`src/rtl/fft_cbfp_pkg.sv`:
```
// Shared CBFP definitions: block shift-index width, unity-gain reference index,
// block FSM states and signed saturation bounds.
package fft_cbfp_pkg;

    localparam int CBFP_CNT_SIZE  = 5;
    localparam int CBFP_REF_SHIFT = 13;

    typedef enum logic {
        IDLE,
        BLK
    } state_e;

    function automatic longint sat_max(input int width);
        return (64'sd1 <<< (width - 1)) - 64'sd1;
    endfunction

    function automatic longint sat_min(input int width);
        return -(64'sd1 <<< (width - 1));
    endfunction

endpackage

```
`src/rtl/cbfp_lane_shift.sv`:
```
// One signed lane of the CBFP denormalizer: shift by REF_SHIFT - exp, saturate.
// Define CBFP_DENORM_ROUND_EN for round-half-up on right shifts (else truncation).
module cbfp_lane_shift
    import fft_cbfp_pkg::*;
#(
    parameter int cnt_size  = CBFP_CNT_SIZE,
    parameter int din_size  = 12,
    parameter int dout_size = 16,
    parameter int REF_SHIFT = CBFP_REF_SHIFT
) (
    input  logic [cnt_size-1:0]         exp_i,
    input  logic signed [din_size-1:0]  din_i,
    output logic signed [dout_size-1:0] dout_o,
    output logic                        sat_o
);

    // Wide enough to hold the largest left shift without loss.
    localparam int WIDE = din_size + REF_SHIFT;

    logic signed [cnt_size:0] shift_s;
    logic signed [WIDE-1:0]   din_ext;
    logic signed [WIDE-1:0]   full;
`ifdef CBFP_DENORM_ROUND_EN
    logic signed [din_size:0] rnd_sum;
`endif
    int sh;
    int rs;

    assign shift_s = (cnt_size + 1)'(REF_SHIFT) - $signed({1'b0, exp_i});
    assign din_ext = {{(WIDE - din_size){din_i[din_size-1]}}, din_i};

    always_comb begin
        // NOTE: every variable gets a default before any branch so no latch is inferred.
        sh      = int'(shift_s);
        rs      = 0;
        full    = '0;
`ifdef CBFP_DENORM_ROUND_EN
        rnd_sum = '0;
`endif
        if (sh >= 0) begin
            full = din_ext <<< sh;
        end else begin
            rs = -sh;
`ifdef CBFP_DENORM_ROUND_EN
            // Beyond din_size+1 bits the half-LSB bias always dominates: result is 0.
            if (rs > din_size) begin
                full = '0;
            end else begin
                rnd_sum = {din_i[din_size-1], din_i} + ((din_size + 1)'(1) << (rs - 1));
                full    = WIDE'(rnd_sum >>> rs);
            end
`else
            if (rs >= din_size) begin
                full = {WIDE{din_i[din_size-1]}};
            end else begin
                full = WIDE'(din_i >>> rs);
            end
`endif
        end
    end

    always_comb begin
        sat_o  = 1'b0;
        dout_o = full[dout_size-1:0];
        if (longint'(full) > sat_max(dout_size)) begin
            sat_o  = 1'b1;
            dout_o = dout_size'(sat_max(dout_size));
        end else if (longint'(full) < sat_min(dout_size)) begin
            sat_o  = 1'b1;
            dout_o = dout_size'(sat_min(dout_size));
        end
    end

endmodule

```
`src/rtl/fft_cbfp_denorm.sv`:
```
// CBFP denormalizer at the FFT output: restores fixed-point scale per block of
// blk_beats beats with one output register stage. Optional CBFP_DENORM_ROUND_EN.
module fft_cbfp_denorm
    import fft_cbfp_pkg::*;
#(
    parameter int cnt_size   = CBFP_CNT_SIZE,
    parameter int din_size   = 12,
    parameter int dout_size  = 16,
    parameter int array_size = 8,
    parameter int blk_beats  = 4,
    parameter int REF_SHIFT  = CBFP_REF_SHIFT
) (
    input  logic                                  clk,
    input  logic                                  rstn,
    input  logic                                  clr,
    input  logic                                  valid_in,
    output logic                                  ready_in,
    input  logic [cnt_size-1:0]                   exp_in,
    input  logic [array_size-1:0][din_size-1:0]   din_re,
    input  logic [array_size-1:0][din_size-1:0]   din_im,
    output logic                                  valid_out,
    input  logic                                  ready_out,
    output logic [array_size-1:0][dout_size-1:0]  dout_re,
    output logic [array_size-1:0][dout_size-1:0]  dout_im,
    output logic                                  blk_last,
    output logic                                  sat_flag
);

    localparam int            CW        = $clog2(blk_beats);
    localparam logic [CW-1:0] LAST_BEAT = CW'(blk_beats - 1);

    state_e                               state_q, state_d;
    logic [CW-1:0]                        cnt_q, cnt_d;
    logic [cnt_size-1:0]                  exp_q, exp_d;
    logic                                 valid_q, valid_d;
    logic                                 last_q, last_d;
    logic                                 sat_q, sat_d;
    logic [array_size-1:0][dout_size-1:0] dre_q, dre_d, dim_q, dim_d;

    logic [array_size-1:0][dout_size-1:0] res_re, res_im;
    logic [array_size-1:0]                sat_re, sat_im;
    logic [cnt_size-1:0]                  exp_use;
    logic                                 accept;

    assign ready_in = !clr && (!valid_q || ready_out);
    assign accept   = valid_in && ready_in;
    // The first beat of a block uses its own exponent; later beats the held one.
    assign exp_use  = (state_q == IDLE) ? exp_in : exp_q;

    for (genvar i = 0; i < array_size; i++) begin : g_lane
        cbfp_lane_shift #(
            .cnt_size (cnt_size),
            .din_size (din_size),
            .dout_size(dout_size),
            .REF_SHIFT(REF_SHIFT)
        ) u_re (
            .exp_i (exp_use),
            .din_i (din_re[i]),
            .dout_o(res_re[i]),
            .sat_o (sat_re[i])
        );

        cbfp_lane_shift #(
            .cnt_size (cnt_size),
            .din_size (din_size),
            .dout_size(dout_size),
            .REF_SHIFT(REF_SHIFT)
        ) u_im (
            .exp_i (exp_use),
            .din_i (din_im[i]),
            .dout_o(res_im[i]),
            .sat_o (sat_im[i])
        );
    end

    always_comb begin
        state_d = state_q;
        cnt_d   = cnt_q;
        exp_d   = exp_q;
        valid_d = valid_q;
        last_d  = last_q;
        sat_d   = sat_q;
        dre_d   = dre_q;
        dim_d   = dim_q;

        if (clr) begin
            // Abort wins over everything, including a same-cycle saturation.
            state_d = IDLE;
            cnt_d   = '0;
            sat_d   = 1'b0;
            valid_d = 1'b0;
            last_d  = 1'b0;
        end else if (accept) begin
            valid_d = 1'b1;
            dre_d   = res_re;
            dim_d   = res_im;
            sat_d   = sat_q | (|sat_re) | (|sat_im);
            last_d  = 1'b0;
            case (state_q)
                IDLE: begin
                    exp_d   = exp_in;
                    cnt_d   = CW'(1);
                    state_d = BLK;
                end
                BLK: begin
                    if (cnt_q == LAST_BEAT) begin
                        last_d  = 1'b1;
                        cnt_d   = '0;
                        state_d = IDLE;
                    end else begin
                        cnt_d = cnt_q + CW'(1);
                    end
                end
                default: begin
                    state_d = IDLE;
                    cnt_d   = '0;
                end
            endcase
        end else if (ready_out) begin
            valid_d = 1'b0;
            last_d  = 1'b0;
        end
    end

    always_ff @(posedge clk or negedge rstn) begin
        // NOTE: data registers are reset as well so dout reads 0 straight out of reset.
        if (!rstn) begin
            state_q <= IDLE;
            cnt_q   <= '0;
            exp_q   <= '0;
            valid_q <= 1'b0;
            last_q  <= 1'b0;
            sat_q   <= 1'b0;
            dre_q   <= '0;
            dim_q   <= '0;
        end else begin
            // NOTE: non-blocking so every flop samples pre-edge values.
            state_q <= state_d;
            cnt_q   <= cnt_d;
            exp_q   <= exp_d;
            valid_q <= valid_d;
            last_q  <= last_d;
            sat_q   <= sat_d;
            dre_q   <= dre_d;
            dim_q   <= dim_d;
        end
    end

    assign valid_out = valid_q;
    assign blk_last  = last_q;
    assign sat_flag  = sat_q;
    assign dout_re   = dre_q;
    assign dout_im   = dim_q;

endmodule

```
`config.mk`:
```
export PLATFORM = sky130hd
export DESIGN_NAME = fft_cbfp_denorm
export DESIGN_NICKNAME = d
export VERILOG_FILES = /design/src/rtl/fft_cbfp_pkg.sv /design/src/rtl/cbfp_lane_shift.sv /design/src/rtl/fft_cbfp_denorm.sv
export SDC_FILE = /design/constraint.sdc
export NUM_CORES = 2
export LEC_CHECK = 0
export BUFFER_PORTS_ARGS = -buffer_cell sky130_fd_sc_hd__buf_4
export CAP_MARGIN = 0
export CELL_PAD_IN_SITES_DETAIL_PLACEMENT = 0
export CELL_PAD_IN_SITES_GLOBAL_PLACEMENT = 1
export CORE_AREA = 2 2 354 321
export DETAILED_ROUTE_END_ITERATION = 8
export DIE_AREA = 0 0 356 323
export PLACE_DENSITY = 0.8
export SLEW_MARGIN = 30
export SYNTH_ARGS = -nofsm -noshare
export SYNTH_HDL_FRONTEND = slang
export SYNTH_HIERARCHICAL = 1
export SYNTH_SLANG_ARGS = --single-unit
```
`constraint.sdc`:
```
create_clock -name clk -period 5.7 [get_ports clk]
set_input_delay 0.855 -clock clk [delete_from_list [all_inputs] [get_ports clk]]
set_output_delay 0.855 -clock clk [all_outputs]
set_load 0.02 [all_outputs]
```
=== After elaboration in Yosys (flattened, before gate mapping) ===
Cells that the tools add are included.
W data, S select, Z words.

* Flip-flop bits (word level): 267
* Bits of input ports: 202

* Add/subtract/negate cells: 3
* Order comparisons: 34
* Eq/ne operators: 1
* Shifts and indexed selects: 32
* Mux-type cells: 114
* Bitwise operators: 4
* Reduce and logical (&&, ||, !) cells: 10

{| class="wikitable"
|+ Operator list
! cell !! number
|-
| $mux W25 || 32
|-
| $mux W16 || 32
|-
| $sshl A12 B32 Y25 || 16
|-
| $sshr A12 B32 Y25 || 16
|-
| $gt A25 B16 Y1 const B || 16
|-
| $lt A25 B16 Y1 const B || 16
|-
| $mux W1 || 44
|-
| $ge A32 B5 Y1 const B || 1
|-
| $neg A6 Y32 || 1
|-
| $reduce_or A8 Y1 || 2
|-
| $ge A6 B1 Y1 const B || 1
|-
| $mux W2 || 3
|-
| $sub A4 B5 Y6 const A || 1
|-
| $mux W5 || 1
|-
| $pmux W2 S2 || 1
|-
| $reduce_bool A3 Y1 || 1
|-
| $add A2 B1 Y2 const B || 1
|-
| $eq A2 B2 Y1 const B || 1
|-
| $logic_and A1 B1 Y1 || 2
|-
| $logic_not A1 Y1 || 2
|-
| $not A1 Y1 || 2
|-
| $or A1 B1 Y1 || 2
|-
| $pmux W1 S2 || 1
|-
| $reduce_and A2 Y1 || 1
|-
| other kinds (2) || 2
|}

=== Longest topological paths before layout ===
* Word-level depth: 14
* Depth in mapped cells: 25
* Depth with buffers taken out: 17

=== By module ===
Netlist, hierarchy kept.

{| class="wikitable"
|+ Modules (own cells, without submodules)
! module !! times used !! cells each !! area an instance (um^2) !! sequential area each (um^2)
|-
| cbfp_lane_shift (g_lane[0].u_im ...) || 15 || 316 || 2,264.7 || 0.0
|-
| fft_cbfp_denorm || 1 || 588 || 10,127.2 || 6,681.4
|-
| cbfp_lane_shift (g_lane[6].u_im) || 1 || 308 || 2,309.7 || 0.0
|}

=== Worst setup path before layout ===
OpenSTA, ideal clock, no wires.

* Path type: input to register
* Start: in exp_in[2]
* End: reg sat_q (netlist: sat_flag)
* Setup time: 0.121 ns
* Arrival: 5.523 ns
* Required time: 5.579 ns
* Setup slack: 0.056 ns
* Stages: 19
* Path buffers: 4
* Cell sequence: mux2_2 ha_1 buf_6 xor2_1 clkbuf_1 and3_1 nand2_1 ha_1 clkbuf_1 nor3_2 buf_4 o2111ai_1 a2111oi_0 and4b_1 a41oi_1 or2_2 nor4_1 nand4_1 a22o_1

{| class="wikitable"
|+ RTL lines
! element !! RTL line !! source
|-
| start: declaration || fft_cbfp_denorm.sv:18 || <nowiki>input logic [cnt_size-1:0] exp_in,</nowiki>
|-
| $mux W5 * || - ||
|-
| $sub A4 B5 Y6 * || cbfp_lane_shift.sv:29 || <nowiki>assign shift_s = (cnt_size + 1)'(REF_SHIFT) - $signed({1'b0, exp_i});</nowiki>
|-
| $neg A6 Y32 || cbfp_lane_shift.sv:43 || <nowiki>rs = -sh;</nowiki>
|-
| $ge A32 B5 Y1 or $sshr A12 B32 Y25 (tied branches) || cbfp_lane_shift.sv:53, cbfp_lane_shift.sv:56 ||
|-
| $mux W25 || cbfp_lane_shift.sv:53 || <nowiki>if (rs >= din_size) begin</nowiki>
|-
| $mux W25 * || cbfp_lane_shift.sv:40 || <nowiki>if (sh >= 0) begin</nowiki>
|-
| $lt A25 B16 Y1 || cbfp_lane_shift.sv:68 || <nowiki>end else if (longint'(full) < sat_min(dout_size)) begin</nowiki>
|-
| $mux W1 || cbfp_lane_shift.sv:68 ||
|-
| $mux W1 * || cbfp_lane_shift.sv:65 || <nowiki>if (longint'(full) > sat_max(dout_size)) begin</nowiki>
|-
| via sat_im[6] || fft_cbfp_denorm.sv:41 || <nowiki>logic [array_size-1:0] sat_re, sat_im;</nowiki>
|-
| $reduce_or A8 Y1 * || fft_cbfp_denorm.sv:97 || <nowiki>sat_d = sat_q | (|sat_re) | (|sat_im);</nowiki>
|-
| $or A1 B1 Y1 * || fft_cbfp_denorm.sv:97 ||
|-
| $mux W1 * || fft_cbfp_denorm.sv:93 || <nowiki>end else if (accept) begin</nowiki>
|-
| $mux W1 * || fft_cbfp_denorm.sv:86 || <nowiki>if (clr) begin</nowiki>
|-
| end signal: assignment || fft_cbfp_denorm.sv:143 || <nowiki>sat_q <= sat_d;</nowiki>
|-
| end: declaration || fft_cbfp_denorm.sv:37 || <nowiki>logic sat_q, sat_d;</nowiki>
|}

The timed path passes the listed nets; every way through them passes the cells marked *. The select of a mux whose other input is x is not followed.
A chain may end at the register's enable or synchronous reset.

==> impl_metrics.tcl <==
set metrics [dict create \
    syn-num-nets 6031 \
    grt_usage_pct 28.32 \
    wl_per_cell_um 23.45 \
    initial_core_util_pct 41.49 \
    synth_top_area_share_pct 14.40 \
    initialDrtViolationCount 5675 \
    cts_max_path_buffers 3 \
    crit_path_cell_trace "mux2_8 -> buf_4 -> nand3_1 -> xnor2_2 -> or3_1 -> or2_2 -> ha_1 -> nor4bb_1 -> nand3_1 -> a21oi_1 -> nand4_2 -> or4_1 -> a32oi_1 -> o21ai_1 -> mux2_1" \
    cts_buffers 37 \
    cap_violations 0 \
    hold_class "primary input to asynchronous set/reset pin" \
    first_pass_iters 6 \
    hold_viol_final 0 \
    worstPathRequired_ps 6170 \
    critPathKind "flop to flop" \
    powerDensity_mw_per_mm2 429.0 \
    yosysUniqueCellTypes 85 \
    ys.flop_type "dfrtp_1" \
    max_freq_ghz 0.1879 \
    cp_common_cell "nand3_1" \
    ir_worst_vdd_mv 0.3943 \
    avgSynthCellArea_um2 8.234 \
    crit-reg2reg-launch "state_q" \
    path_delay_family "simple AND/OR/NAND/NOR gates" \
    ctsResizeCount 0 \
    die_y_um 323 \
    yosys.area.top_type "dfrtp_1" \
    clkTransAtPathRegs_ps 60 \
    ys_seq_area_share_pct 14.40 \
    final_common_cell "buf_4" \
    outcome "complete, no violations" \
    drc_errors 0 \
    worst_hold_slack_ps 227.0 \
    synth_warnings 6 \
    area_growth_pct 12.76 \
    overflow 0 \
    final_antenna_net_count 0 \
    num_io_pins 462 \
    layout-drive-gt1-share_pct 24.38 \
    skew_ps 49.42 \
    synthCells 5636 \
    fin_crit_sh_pct 93.36 \
    crit_buf_inv 1 \
    layout_common_cells "buf_4, nand2_1, nor2_1" \
    finalWeightedCongestion 1.001 \
    ys_async_sr_fraction_pct 100.0 \
    synth_edf_count 0 \
    cp_max_fo 56 \
    rsz0062_at_grt "no" \
    setup_viol 0 \
    htreeDepth 2 \
    slew_violations 0 \
    grt_pass1_wl_um 264200 \
    nFillCells 10920 \
    wl_um 173800 \
    min_period_ps 5322 \
    worstRegToRegCells 15 \
    hpwlAfterDp_um 128700 \
    cpPeakStageDelay_ps 650 \
    final.setup.tns_ps 0 \
    place_ws_ps 97.04 \
    die_w_um 356 \
    p_leak_nw 20.69 \
    ys_ff_latch 267 \
    core_mm2 0.1118 \
    arrival_ps 5790 \
    cts.sinks 267 \
    cts_root_buf "clkbuf_16" \
    fin_nets 6285 \
    grt_pass1_vias 44425 \
    vias 48611 \
    worst_pin_slew_ps 873.1 \
    fp-row-count 117 \
    port-buffer-count 461 \
    yosys-top-cells-area "dfrtp_1, mux4_2, mux2_2, mux2i_1, ha_1" \
    vias_per_cell 6.559 \
    cts_hold_buf 0 \
    slowest_stage "mux2_8" \
    worst_setup_path_start_kind "flop" \
    setup_slack_ps 378.4 \
    grt_max_degree 103 \
    r2r_slack_ps 380 \
    cp-end-kind "flop" \
    netlist_area_mm2 0.04641 \
    cts_setup_buffers 0 \
    dieArea_mm2 0.1150 \
    r2r-end "dout_re[57]" \
    slew-limit-headroom_pct 41.60 \
    antenna_found_initial 10 \
    worstSkewPairLatency_ps 620 \
    cts_tree "yes" \
]
==> worst max path at each step <==
stage / endpoint / cells after the start / slack [ps] / from
after floorplan: sat_flag / 19 / 60 / exp_in[2]
after global placement: sat_flag / 19 / 170 / exp_in[2]
after detailed placement: sat_flag / 18 / 100 / exp_in[1]
after CTS: sat_flag / 18 / 330 / state_q
after global routing: sat_flag / 18 / 5 / state_q
final: dout_re[57] / 15 / 380 / state_q
==> cell usage after synthesis (all sizes together) (25+ instances only) <==
| cell type | n |
|---|---|
| o32a | 30 |
| o21ai | 463 |
| o311a | 45 |
| a211oi | 54 |
| a21oi | 408 |
| and3 | 47 |
| or4 | 30 |
| mux2 | 427 |
| nor3 | 140 |
| a221oi | 50 |
| nor2 | 429 |
| o22ai | 46 |
| a22oi | 33 |
| nor2b | 38 |
| mux4 | 209 |
| a32oi | 31 |
| o221ai | 31 |
| nor4 | 25 |
| a311oi | 48 |
| xor2 | 47 |
| nand3b | 34 |
| o211ai | 49 |
| ha | 193 |
| xnor2 | 81 |
| a31oi | 96 |
| or3 | 32 |
| inv | 98 |
| nor4bb | 32 |
| clkbuf | 206 |
| nand2b | 32 |
| o31ai | 35 |
| buf | 270 |
| o2111ai | 48 |
| a21o | 36 |
| nand3 | 175 |
| mux2i | 345 |
| or2 | 31 |
| nand2 | 612 |
| nand4 | 91 |
| dfrtp | 267 |
==> final cells by class <==
| class | instances | area (um2) | share of cell area, % |
|---|---|---|---|
| antenna | 10 | 25.02 | 0.04782 |
| inverter | 99 | 374.1 | 0.7149 |
| clock buffer | 42 | 964.7 | 1.843 |
| multi-input combinational | 4795 | 36860 | 70.45 |
| timing repair buffer | 690 | 5313 | 10.15 |
| tap | 1487 | 1861 | 3.555 |
| clock inverter | 21 | 246.5 | 0.4710 |
| sequential | 267 | 6683 | 12.77 |
==> per-stage QoR <==
| step | instances | power, mW | utilization, % | area, um2 |
|---|---|---|---|---|
| 2_1_floorplan | 5636 | 14.45 | - | 46410 |
| 3_3_place_gp | 7337 | 19.69 | 45.66 | 51060 |
| 3_5_place_dp | 7337 | 19.74 | 45.66 | 51060 |
| 4_1_cts | 7400 | 22.27 | 46.74 | 52280 |
| 5_1_grt | 7410 | 23.92 | 46.79 | 52330 |
| 6_report | 7411 | 22.45 | 46.79 | 52330 |
==> logic make-up (layout without fill, tap and decap cells) <==
kind of cell               Yosys count  in the layout  synth area share (%)
buffers and inverters              575            852                 6.366
and+or+nand+nor                   1802           1802                 18.76
other                                0             10                     0
DFF                                267            267                 14.40
xor gates and xnor gates           128            128                 2.901
muxes                              981            982                 27.98
adders and majority gates          193            193                 5.204
AOI/OAI and AO/OA                 1690           1690                 24.40
==> report_power, final <==
part / internal, mW / switching [mW]
logic: 6.43 / 10.1
registers: 2.81 / 0.689
clock network: 1.37 / 1.02
total: 10.6 / 11.8
==> worst register-to-register path, delay by kind of cell (launching register included) <==
family          cells  cell delay [ps]
flops               1              560
mux                 2              950
buf+inv             1              400
fa+ha+maj           1              280
simple gates        7             2140
xor+xnor            1              260
compound gates      3              610
==> flip-flops by register name (all words and copies together) (netlist names) <==
signal	cells
dout_im	128
dout_re	128
exp_q	5
cnt_q	2
blk_last	1
sat_flag	1
state_q	1
valid_out	1
==> metal layers <==
layer / wire length, um / part of all wire [%] / global-route usage (%) / up-vias
met2: 77300 / 44 / 43.15 / 2484
met1: 77850 / 45 / 41.33 / 23546
met3: 14730 / 8.5 / 4.638 / 280
met5: 37 / 0.021 / 0 / -
met4: 3859 / 2.2 / 7.220 / 2
li1: - / - / - / 22299
(Power assumes the default switching activity.)
